[src/rtl/fetch_issue.sv]
// Fetch/issue stage: fetches into IR, replays LM/SM once per set register bit, handles stall/redirect.
// Optional FETCH_PERF_CNT_EN adds issue_count and stall_count outputs.
module fetch_issue #(
    parameter logic [15:0] RESET_PC = 16'h0000,
    parameter logic [15:0] NOP_IR   = 16'hF000
) (
    input  logic        clk,
    input  logic        reset,
    output logic [15:0] imem_addr,
    input  logic [15:0] imem_data,
    input  logic        stall,
    input  logic        redirect_en,
    input  logic [15:0] redirect_pc,
    input  logic        modify_ir,
    output logic [15:0] IR,
    output logic [15:0] fromPipe1PC,
    output logic        issue_valid,
    output logic        lmsm_busy,
    output logic [2:0]  lmsm_beat
`ifdef FETCH_PERF_CNT_EN
    ,
    output logic [15:0] issue_count,
    output logic [15:0] stall_count
`endif
);

    typedef enum logic {StRun, StMulti} state_e;

    state_e      state_q, state_d;
    logic [15:0] pc_q, pc_d;
    logic [15:0] ir_q, ir_d;
    logic [15:0] fpc_q, fpc_d;
    logic        valid_q, valid_d;
    logic [2:0]  beat_q, beat_d;
    logic [7:0]  mask_next;
    logic        replay;
    logic        advance;

    assign mask_next = ir_q[7:0] & (ir_q[7:0] - 8'd1);
    // modify_ir from decode only means something when IR holds a real instruction
    assign replay    = (mask_next != 8'd0) &&
                       ((state_q == StMulti) || (modify_ir && valid_q));
    assign advance   = !redirect_en && !stall;

    always_comb begin
        state_d = state_q;
        pc_d    = pc_q;
        ir_d    = ir_q;
        fpc_d   = fpc_q;
        valid_d = valid_q;
        beat_d  = beat_q;
        if (redirect_en) begin
            pc_d    = redirect_pc;
            ir_d    = NOP_IR;
            valid_d = 1'b0;
            state_d = StRun;
            beat_d  = 3'd0;
        end else if (!stall) begin
            if (replay) begin
                ir_d    = {ir_q[15:8], mask_next};
                beat_d  = beat_q + 3'd1;
                state_d = StMulti;
            end else begin
                ir_d    = imem_data;
                fpc_d   = pc_q;
                pc_d    = pc_q + 16'd1;
                valid_d = 1'b1;
                beat_d  = 3'd0;
                state_d = StRun;
            end
        end
    end

    always_ff @(posedge clk) begin
        if (reset) begin
            state_q <= StRun;
            pc_q    <= RESET_PC;
            ir_q    <= NOP_IR;
            fpc_q   <= 16'h0000;
            valid_q <= 1'b0;
            beat_q  <= 3'd0;
        end else begin
            state_q <= state_d;
            pc_q    <= pc_d;
            ir_q    <= ir_d;
            fpc_q   <= fpc_d;
            valid_q <= valid_d;
            beat_q  <= beat_d;
        end
    end

    assign imem_addr   = pc_q;
    assign IR          = ir_q;
    assign fromPipe1PC = fpc_q;
    assign issue_valid = valid_q;
    assign lmsm_busy   = (state_q == StMulti);
    assign lmsm_beat   = beat_q;

`ifdef FETCH_PERF_CNT_EN
    logic [15:0] issue_cnt_q, issue_cnt_d;
    logic [15:0] stall_cnt_q, stall_cnt_d;

    // Every non-redirect, non-stall cycle loads IR with a valid instruction or beat
    always_comb begin
        issue_cnt_d = issue_cnt_q;
        stall_cnt_d = stall_cnt_q;
        if (advance) begin
            issue_cnt_d = issue_cnt_q + 16'd1;
        end
        if (stall && !redirect_en) begin
            stall_cnt_d = stall_cnt_q + 16'd1;
        end
    end

    always_ff @(posedge clk) begin
        if (reset) begin
            issue_cnt_q <= 16'h0000;
            stall_cnt_q <= 16'h0000;
        end else begin
            issue_cnt_q <= issue_cnt_d;
            stall_cnt_q <= stall_cnt_d;
        end
    end

    assign issue_count = issue_cnt_q;
    assign stall_count = stall_cnt_q;
`else
    logic unused_advance;
    assign unused_advance = advance;
`endif

endmodule

[config.mk]
export PLATFORM = sky130hd
export DESIGN_NAME = fetch_issue
export DESIGN_NICKNAME = d
export VERILOG_FILES = /design/src/rtl/fetch_issue.sv
export SDC_FILE = /design/constraint.sdc
export NUM_CORES = 1
export LEC_CHECK = 0
export BUFFER_PORTS_ARGS = -buffer_cell sky130_fd_sc_hd__clkbuf_2
export CORE_UTILIZATION = 35
export CTS_BUF_LIST = sky130_fd_sc_hd__clkbuf_8
export CTS_CLUSTER_SIZE = 20
export DETAILED_ROUTE_END_ITERATION = 10
export PLACE_DENSITY_LB_ADDON = 0.12
export SLEW_MARGIN = 25
export SYNTH_ARGS = -nofsm -noshare
export SYNTH_HDL_FRONTEND = slang
export SYNTH_SLANG_ARGS = --single-unit
[constraint.sdc]
create_clock -name clk -period 3.6 [get_ports clk]
set_input_delay 0.54 -clock clk [delete_from_list [all_inputs] [get_ports clk]]
set_output_delay 0.54 -clock clk [all_outputs]
set_load 0.01 [all_outputs]
== After elaboration in Yosys (flattened, before gate mapping) ==
Cells that the tools add are included.

* Bits in registers: 53
* Input bits: 37
* Word-level logic and storage cells: 30
* Output and inout bits: 53

* Reductions and logical operators: 8
* Add/subtract/negate cells: 3
* Muxes and demuxes: 6
* Bitwise operators: 4
* Equality and inequality tests: 2

{| class="wikitable"
|+ Operator list
! operator !! count
|-
| 16-bit two-way mux || 3
|-
| 16-bit by 1-bit adder with 16-bit output (second input constant) || 1
|-
| 8-bit bitwise AND || 1
|-
| 8-bit two-way mux || 1
|-
| 8-bit nonzero test || 1
|-
| 8-bit by 1-bit subtractor with 8-bit output (second input constant) || 1
|-
| 2-bit AND reduction || 2
|-
| 3-bit by 1-bit adder with 3-bit output (second input constant) || 1
|-
| 3-bit two-way mux || 1
|-
| 1-bit NOT || 3
|-
| 3-bit AND reduction || 1
|-
| 1-bit logical AND || 2
|-
| 2-bit by 1-bit != test with 1-bit output (second input constant) || 1
|-
| 2-bit != test (second input constant) || 1
|-
| 2-bit OR reduction || 1
|-
| 1-bit logical OR || 1
|-
| 1-bit two-way mux || 1
|}

== Longest topological paths before layout ==
* Word-level depth: 7
* Depth in mapped cells: 9
* Gate-level depth less buffers: 5

== Worst setup path after synthesis ==
No wires, ideal clock.

* Path kind: reg2reg
* Start: reg ir_q[0] (netlist: IR[0])
* End: reg fpc_q[0] (netlist: fromPipe1PC[0])
* Library setup time: 128 ps
* Clock period less this slack: 2576 ps
* Buffers on the path: 2
* Arrival: 2448 ps
* Setup slack: 1024 ps
* Cell stages (with the launch flop): 8
* Required time: 3472 ps
* Path through: dfxtp_1 -> or4_4 -> or3_1 -> buf_2 -> a211oi_2 -> buf_6 -> mux2i_1 -> nor2_1

* Cells in the longest elaborated chain, start to end: 6

{| class="wikitable"
|+ RTL lines
! what !! line !! RTL
|-
| start: declaration || 31 || <nowiki>logic [15:0] ir_q, ir_d;</nowiki>
|-
| start signal: assignment || 85 || <nowiki>ir_q <= ir_d;</nowiki>
|-
| 8-bit by 1-bit subtractor with 8-bit output || 39 || <nowiki>assign mask_next = ir_q[7:0] & (ir_q[7:0] - 8'd1);</nowiki>
|-
| 8-bit bitwise AND (*) || 39 ||
|-
| 8-bit nonzero test (*) || 41 || <nowiki>assign replay = (mask_next != 8'd0) &&</nowiki>
|-
| 1-bit logical AND (*) || 41 ||
|-
| 1-bit NOT (no source line) (*) || - ||
|-
| 3-bit AND reduction (no source line) (*) || - ||
|-
| end signal: assignment || 86 || <nowiki>fpc_q <= fpc_d;</nowiki>
|-
| end: declaration || 32 || <nowiki>logic [15:0] fpc_q, fpc_d;</nowiki>
|}

Every way passes the cells marked *; elsewhere a longest branch is shown, timed or not.
A chain may end at the register's enable or synchronous reset.

== Worst setup path in the final report ==
* Start: reg ir_q[0] (netlist: IR[0])
* End: reg pc_q[13] (netlist: imem_addr[13])

* Cells in the longest elaborated chain, start to end: 6

{| class="wikitable"
|+ RTL lines
! what !! line !! RTL
|-
| 8-bit by 1-bit subtractor with 8-bit output || 39 ||
|-
| 8-bit bitwise AND (*) || 39 ||
|-
| 8-bit nonzero test (*) || 41 ||
|-
| 1-bit logical AND (*) || 41 ||
|-
| 2-bit != test (no source line) (*) || - ||
|-
| 2-bit AND reduction (no source line) (*) || - ||
|-
| end signal: assignment || 84 || <nowiki>pc_q <= pc_d;</nowiki>
|-
| end: declaration || 30 || <nowiki>logic [15:0] pc_q, pc_d;</nowiki>
|}

Marks and branches as above.

==> impl_metrics.tcl <==
set metrics [dict create \
    status "complete, but fails checks" \
    violations "design-rule violations" \
    ys.flop_type "dfxtp_1" \
    die-area_sq_um 7200 \
    clock_latency_ns 0.30 \
    synth_mux_area_frac 0.0666 \
    vias_per_cell 5.38 \
    syn_area_per_cell_sq_um 8.61 \
    drc_errors 7 \
    slew_viol_final 0 \
    post-route-period-util 0.809 \
    synth_edf_count 0 \
    p_seq_frac 0.573 \
    finalSetupViolCount 0 \
    synth_adder_area_share 0.0146 \
    worst_clock_skew_ns 0.00528 \
    row_count 29 \
    tightest_slew_ns 0.848 \
    ios 90 \
    clock.fmax_mhz 343 \
    num-nets-final 397 \
    dr.first_iter.drc_count 123 \
    synth-simple-area-share 0.218 \
    r2r_setup_slack_ns 0.69 \
    antenna_left 0 \
    drt-pass1-iter-count 8 \
    globalRouteOverflowTotal 0 \
    portBuffers 89 \
    first_global_vias 2132 \
    synth_compound_area_frac 0.208 \
    start_kind "flop" \
    via_count 2346 \
    clkPwrFrac 0.293 \
    p_sw_mw 0.308 \
    synth.distinct_cells 44 \
    critical_path_class "flop to flop" \
    grt_antenna_before_repair 0 \
    synthTopCellsByCount "dfxtp_1, nor2_1, nand2_1" \
    grt_setup_unrepaired "false" \
    postSynth.asyncResetShare 0 \
    diodes 0 \
    cts_inserted_buffers 5 \
    die_w_um 84.9 \
    hold_viol 0 \
    synthTopCellsByArea "dfxtp_1, mux2i_1, nor2_1" \
    arrival_ns 3.13 \
    ys_ff_latch 53 \
    cts_tree "done" \
    synth.most_common_cell "dfxtp_1" \
    synth_top_family_by_area "simple AND/OR/NAND/NOR gates" \
    drt-total-wl_um 6120 \
    drive_gt1_frac 0.292 \
    synth_top_area_frac 0.441 \
    grt_pass1_wl_um 9950 \
    cts.sinks 53 \
    critPathMaxFanout 30 \
    cts_resized 0 \
    p_total_mw 1.12 \
    cts_max_level 2 \
    grt_max_degree 35 \
    synth_nets 318 \
    crit_required_ns 3.82 \
    synthCells 279 \
    cts.clk_slew.worst_paths_ns 0.10 \
    post-dp-hpwl_um 4220 \
    synthXorXnorAreaFrac 0.00729 \
    initial_utilization 0.370 \
    finalSetupTns_ns 0 \
    root_buffer "clkbuf_8" \
    place_congestion 0.763 \
    swShare 0.276 \
    yosysWarnings 0 \
    core-area_sq_um 6490 \
    cts_post_setup_buffers_inserted 0 \
    wl_per_cell_um 14.0 \
    cellInternalPower_mw 0.811 \
    relSlewSlack 0.435 \
    hold_class "input pin to flop" \
    cap_violations 0 \
    grt_usage 0.173 \
    ir_drop_mv 0.133 \
    area_growth_syn_to_layout_pct 23.4 \
    min_period_ns 2.91 \
    postCtsHoldBufs 0 \
    synth-seq-area-share 0.441 \
    synth_area_leader_cell "dfxtp_1" \
    cellLeakagePower_nw 1.28 \
    cts.path.max_buffers 2 \
    combPwrFrac 0.135 \
    endpoint_kind "flop" \
    power_density_nw_per_um2 377 \
    die_y_um 84.9 \
    syn_area_sq_um 2400 \
]
[flip-flops by register name (all words and copies together) (netlist names)]
name         flops
lmsm_busy        1
imem_addr       16
lmsm_beat        3
fromPipe1PC     16
issue_valid      1
IR              16
[power groups by stage]
stage                     registers, mW  clock network (mW)  logic (mW)
after floorplan                   0.660                   0      0.0807
after global placement            0.654                   0       0.152
after detailed placement          0.655                   0       0.152
after CTS                         0.641               0.341       0.152
after global routing              0.647               0.356       0.168
final                             0.641               0.328       0.151
[per-stage QoR]
stage / setup slack (ns) / cell area (sq um) / hold slack (ns) / instances / utilization
CTS: 0.674 / 2970 / 0.433 / 436 / 0.457
global placement: 0.753 / 2880 / 0.467 / 428 / 0.444
global route: 0.468 / 2970 / 0.450 / 436 / 0.457
finish: 0.688 / 2970 / 0.445 / 436 / 0.457
detailed placement: 0.691 / 2880 / 0.472 / 428 / 0.444
floorplan: 1.02 / 2400 / 0.496 / 279 / -
[path summary, 6_finish.rpt]
| kind | start | to | cells after the start |
|---|---|---|---|
| worst min-delay path | imem_data[12] | IR[12]$_SDFFE_PP1P_ | 3 |
| worst max-delay path | IR[0]$_SDFFE_PP0N_ | imem_addr[13]$_SDFFE_PP0P_ | 5 |
| worst max register to register | IR[0]$_SDFFE_PP0N_ | imem_addr[13]$_SDFFE_PP0P_ | 5 |
| worst min register to register | IR[8]$_SDFFE_PP0P_ | IR[8]$_SDFFE_PP0P_ | 2 |
[worst max-delay path, stage by stage, from the launching register on]
cell	delay, ns
dfxtp_1	0.38
or4_4	0.59
or3_1	0.48
a21o_1	0.50
or4_1	0.62
a311oi_1	0.24
[metal layers]
metal / track usage / wire (um) / vias up
met5: 0 / 0 / -
met4: 0.0555 / 60 / 0
met3: 0.0350 / 368 / 5
met2: 0.287 / 2720 / 78
met1: 0.226 / 2980 / 1078
li1: - / - / 1185
[placed cells by master (no fill, tap or decap), drive strengths merged, types with 2 or more instances in the layout]
cell type,netlist,layout
or3,5,5
nand4,2,2
a311oi,12,12
nand3,11,11
buf,4,3
and3,2,2
nand2,30,30
or4,12,12
ha,2,2
xnor2,2,2
or2,2,2
a32oi,2,2
a21o,2,2
nor2,40,40
nor3b,2,2
o31ai,11,11
a22oi,3,3
o21ai,14,14
inv,3,4
a21oi,12,12
a31oi,2,2
o22ai,2,2
a211oi,4,4
clkbuf,16,94
dfxtp,53,53
mux2i,16,16
clkinv,1,3
[kinds of logic (layout without fill, tap and decap cells)]
kind of cell / Yosys count / count (layout)
flip-flops: 53 / 53
XOR/XNOR: 2 / 2
buffers and inverters: 24 / 104
multiplexers: 16 / 16
AO/OA/AOI/OAI: 71 / 71
adder cells (fa/ha/maj): 3 / 3
AND/OR/NAND/NOR: 110 / 110
[final cells by class]
type,count,area (sq um)
inverter,4,15.0
clock buffer,5,68.8
sequential,53,1060
clock inverter,3,13.8
timing repair buffer,92,468
multi-input combinational,202,1240
tap,77,96.3
fill,669,3530
(Power assumes the default switching activity.)
